`src/rtl/tt_operand_loader.sv`:
```
// Byte-stream to operand-word loader: packs BYTES_IN bytes (lowest first) into one word and
// hands it downstream over valid/ready. Optional short-frame zero padding via TT_LOADER_ZEROPAD_EN.
module tt_operand_loader #(
  parameter int LOG2_BYTES_IN = 3
) (
  input  logic                         clk,
  input  logic                         rst,
  input  logic [7:0]                   in_data,
  input  logic                         in_valid,
  input  logic                         in_last,
  output logic                         in_ready,
  output logic [8*(1<<LOG2_BYTES_IN)-1:0] out_data,
  output logic                         out_valid,
  input  logic                         out_ready,
  output logic [LOG2_BYTES_IN-1:0]     fill_level,
  output logic [7:0]                   word_count
);

  localparam int BYTES_IN = 1 << LOG2_BYTES_IN;
  localparam int WORD_W   = 8 * BYTES_IN;
  localparam logic [LOG2_BYTES_IN-1:0] IDX_LAST = '1;

  logic [WORD_W-1:0]        r_collect;
  logic [LOG2_BYTES_IN-1:0] r_idx;
  logic                     r_pend;
  logic [WORD_W-1:0]        r_out_data;
  logic                     r_out_valid;
  logic [7:0]               r_word_count;

  logic w_accept;
  logic w_xfer;
  logic w_frame_end;

  assign w_accept = in_valid && !r_pend;
  // Collect buffer moves to the output register whenever that register is empty or emptying.
  assign w_xfer   = r_pend && (!r_out_valid || out_ready);

`ifdef TT_LOADER_ZEROPAD_EN
  assign w_frame_end = (r_idx == IDX_LAST) || in_last;
`else
  logic w_unused_last;
  assign w_unused_last = in_last;
  assign w_frame_end   = (r_idx == IDX_LAST);
`endif

  always_ff @(posedge clk) begin
    if (rst) begin
      r_collect    <= '0;
      r_idx        <= '0;
      r_pend       <= 1'b0;
      r_out_data   <= '0;
      r_out_valid  <= 1'b0;
      r_word_count <= 8'd0;
    end else begin
      if (w_accept) begin
        r_collect[{r_idx, 3'b000} +: 8] <= in_data;
        if (w_frame_end) begin
          r_pend <= 1'b1;
          r_idx  <= '0;
        end else begin
          r_idx  <= r_idx + 1'b1;
        end
      end

      if (w_xfer) begin
        // Clearing here is what leaves untouched slots of a short frame at zero.
        r_out_data   <= r_collect;
        r_out_valid  <= 1'b1;
        r_pend       <= 1'b0;
        r_collect    <= '0;
        r_word_count <= r_word_count + 8'd1;
      end else if (r_out_valid && out_ready) begin
        r_out_valid  <= 1'b0;
      end
    end
  end

  assign in_ready   = !r_pend;
  assign out_data   = r_out_data;
  assign out_valid  = r_out_valid;
  assign fill_level = r_idx;
  assign word_count = r_word_count;

endmodule

```
`config.mk`:
```
export PLATFORM = sky130hd
export DESIGN_NAME = tt_operand_loader
export DESIGN_NICKNAME = d
export VERILOG_FILES = /design/src/rtl/tt_operand_loader.sv
export SDC_FILE = /design/constraint.sdc
export NUM_CORES = 1
export LEC_CHECK = 0
export ABC_AREA = 1
export CAP_MARGIN = 20
export CORE_UTILIZATION = 62
export DETAILED_ROUTE_END_ITERATION = 12
export DONT_BUFFER_PORTS = 1
export HOLD_SLACK_MARGIN = 0.06
export PLACE_DENSITY = 0.78
export SYNTH_ARGS = -nofsm -noshare
export SYNTH_HDL_FRONTEND = slang
export SYNTH_SLANG_ARGS = --single-unit
```
`constraint.sdc`:
```
create_clock -name clk -period 3 [get_ports clk]
set_clock_uncertainty 0.05 [all_clocks]
set_input_delay 0.3 -clock clk [delete_from_list [all_inputs] [get_ports clk]]
set_output_delay 0.3 -clock clk [all_outputs]
set_load 0.02 [all_outputs]
```
==> reports/results.ini <==
[clocking]
htreeDepth=4
cts_hold_buf=11
cts_buffer_depth=2
cts.repair.resized=0
cts_tree=done
root_buffer=clkbuf_8
cts_setup_buffers=0
clk_pin_slew_ps=60
clock_sinks=141
clkLatencyLatePin_ps=510
cts_buffers=17

[logic_synthesis]
synth.area.mux_share_pct=0
yosysWarnings=0
syn_inst=748
avgSynthCellArea_um2=7.46
yosys.area_share.simple_pct=28.2
yosysUniqueCellTypes=27
synth-compound-area-share_pct=13.1
syn_area_mm2=0.00558
synth_fa_ha_area_share_pct=1.79
synthXorXnorAreaFrac_pct=0.157
synth_seq_cells=141
synth_top_family_by_area=simple AND/OR/NAND/NOR gates
syn-num-nets=769
seq_area_frac_synth_pct=50.6

[routing]
first_pass_iters=5
first_iter_violations=204
wl_per_cell_um=14.7
drt_drc_violations_left=0
wl_um=12800
ant_nets=0
viasPerCell=5.63
vias=4898

[critical_path]
end_kind=flip-flop
reg2reg_slack_ps=610
cp-start-kind=flip-flop
critPathArrivalTime_ps=2790
cp_cell_sequence=inv_1, ha_1, clkinv_1, nor2_2, nand2_1, nand3_1, nand2_1, nor2_1
cp_slowest_cell=ha_1
r2r_end=r_collect[54]
critPathMostFrequentCell=nand2_1
critPathMaxFanout=14
crit_buf_inv=2
critical_path_class=reg2reg
r2r-start=fill_level[1]
reg2regPathDepth=8
crit_required_ps=3400
crit_path_max_incr_delay_ps=610
path_delay_family=simple AND/OR/NAND/NOR gates

[global_route]
grt_util_all_layers_pct=28.5
antenna_found_initial=0
grt_pass1_wl_um=21600
overflow=0
grt_max_degree=79
grt_pass1_vias=4703

[sta]
timing.final.ws_setup_ps=607
min_period_ps=2390
setup_tns_ps=0
finalSetupViolCount=0
tightest_slew_ps=783
relSlewSlack_pct=47.7
hold_viol=0
timing.final.crit_share_pct=79.8
fmax_ghz=0.418
rsz0062_at_grt=false
slew_viol_final=0

[floorplanning]
initial_utilization_pct=64.0
std_cell_rows=34
dieHeight_um=96.9
die_w_um=96.9
core_region_area_mm2=0.00872
die_area_mm2=0.00939
ios=90

[placed_design]
place_area_mm2=0.00564
io_buffers=0
dp_slack_ps=698
dp_hpwl_um=8540
gp_congestion=0.897

[cells_and_area]
syn_to_final_growth_pct=14.2
stdcell_area_mm2=0.00637
drive_above_1_share_pct=8.14
nets=770
antenna_cells=0

[flow_run]
drv_cap=0

[worst_hold_path]
hp-class=in2reg
hold_end=r_collect[23]
worstHoldStart=in_data[7]
worstHoldPathCells=4

[power]
irDropWorstVdd_mv=0.445
leakagePower_uw=0.00259
power_density_mw_per_mm2=701

[run_status]
status=finished clean

## sequential cells by signal (all words and copies together), names as in the netlist
signal,cells
word_count,8
out_valid,1
fill_level,3
r_collect,64
r_pend,1
out_data,64
## worst reg2reg max path, stage by stage (launching register included)
cell and delay [ps]:
dfxtp_1 330, inv_1 100, ha_1 610, clkinv_1 350, nor2_2 420, nand2_1 190, nand3_1 140, nand2_1 60
nor2_1 80
## where the power goes
group          internal (µW)  total [µW]  switching (µW)
combinational            101         350             249
sequential              1910        1940            32.0
clock                   1420        2180             755
## layout by cell type (no fill, tap or decap)
cell type,netlist,final
clkbuf_1,22,3
dfxtp_1,141,141
nand4_1,2,2
buf_4,5,12
ha_1,8,8
clkinv_2,1,2
a211oi_1,2,2
clkinv_1,1,1
o21ai_0,82,82
and3_1,2,2
clkbuf_8,0,4
nand2_4,2,2
nand3_2,2,2
bufinv_16,0,4
clkbuf_16,0,16
xor2_1,1,1
nor3_4,3,3
inv_1,34,34
nand2_1,91,91
nor2_4,0,1
nor2_1,210,209
clkinvlp_4,0,2
a21oi_1,58,58
a21oi_4,0,1
buf_12,0,1
inv_2,3,3
nand2_2,2,2
clkinv_4,0,1
dlygate4sd3_1,0,11
nor2_2,2,2
o21ai_1,1,1
inv_6,0,1
nor3_2,3,3
nand3_1,54,54
## area by class of cell
cell class                      instances  area, µm²
Multi-Input combinational cell        526       2420
Tap cell                              108        135
Fill cell                             677       2350
Inverter                               39        148
Clock buffer                           23        467
Timing Repair Buffer                   24        220
Clock inverter                          9        158
Sequential cell                       141       2820
## synth_stat cells (all sizes together)
| master | n | area, µm² |
|---|---|---|
| clkbuf | 22 | 82.6 |
| ha | 8 | 100 |
| dfxtp | 141 | 2820 |
| xor2 | 1 | 8.76 |
| a21oi | 59 | 299 |
| inv | 37 | 139 |
| and3 | 2 | 12.5 |
| a211oi | 2 | 15.0 |
| o21ai | 83 | 415 |
| buf | 20 | 119 |
| clkinv | 2 | 8.75 |
| nand2 | 95 | 377 |
| nor2 | 212 | 801 |
| nor3 | 6 | 78.8 |
| nand4 | 2 | 12.5 |
| nand3 | 56 | 290 |
## worst max-delay path by stage
stage	cells after the start	slack, ps	to	start
after detailed placement	8	700	r_collect[18]	fill_level[1]
after floorplan	10	740	r_collect[21]	fill_level[0]
after global routing	8	400	r_collect[54]	fill_level[1]
after CTS	8	690	r_collect[18]	fill_level[1]
after global placement	8	790	r_collect[18]	fill_level[0]
final	8	610	r_collect[54]	fill_level[1]
## through the flow
stage	cells	hold slack, ps	util, %	power [µW]
final	870	73.5	73.1	4470
after global routing	870	76.7	73.1	4610
after CTS	870	61.3	73.1	4490
after detailed placement	827	322	64.7	2310
after global placement	827	321	64.7	2290
after floorplan	748	319	-	2240
## per-layer routing
metal | GRT usage (%) | up-vias | wire length [µm]
li1 | - | 2419 | -
met1 | 33.8 | 2252 | 5440
met2 | 48.9 | 192 | 6220
met3 | 7.15 | 35 | 832
met4 | 12.3 | 0 | 342
met5 | 0 | - | 0
## cell families (layout without fill, tap and decap cells)
| family | after synthesis | after routing |
|---|---|---|
| and+or+nand+nor | 373 | 373 |
| AOI/OAI and AO/OA | 144 | 144 |
| DFF | 141 | 141 |
| buffers and inverters | 81 | 95 |
| adders and majority gates | 8 | 8 |
| xor gates and xnor gates | 1 | 1 |
No activity file was read; power rests on OpenSTA's default activity.
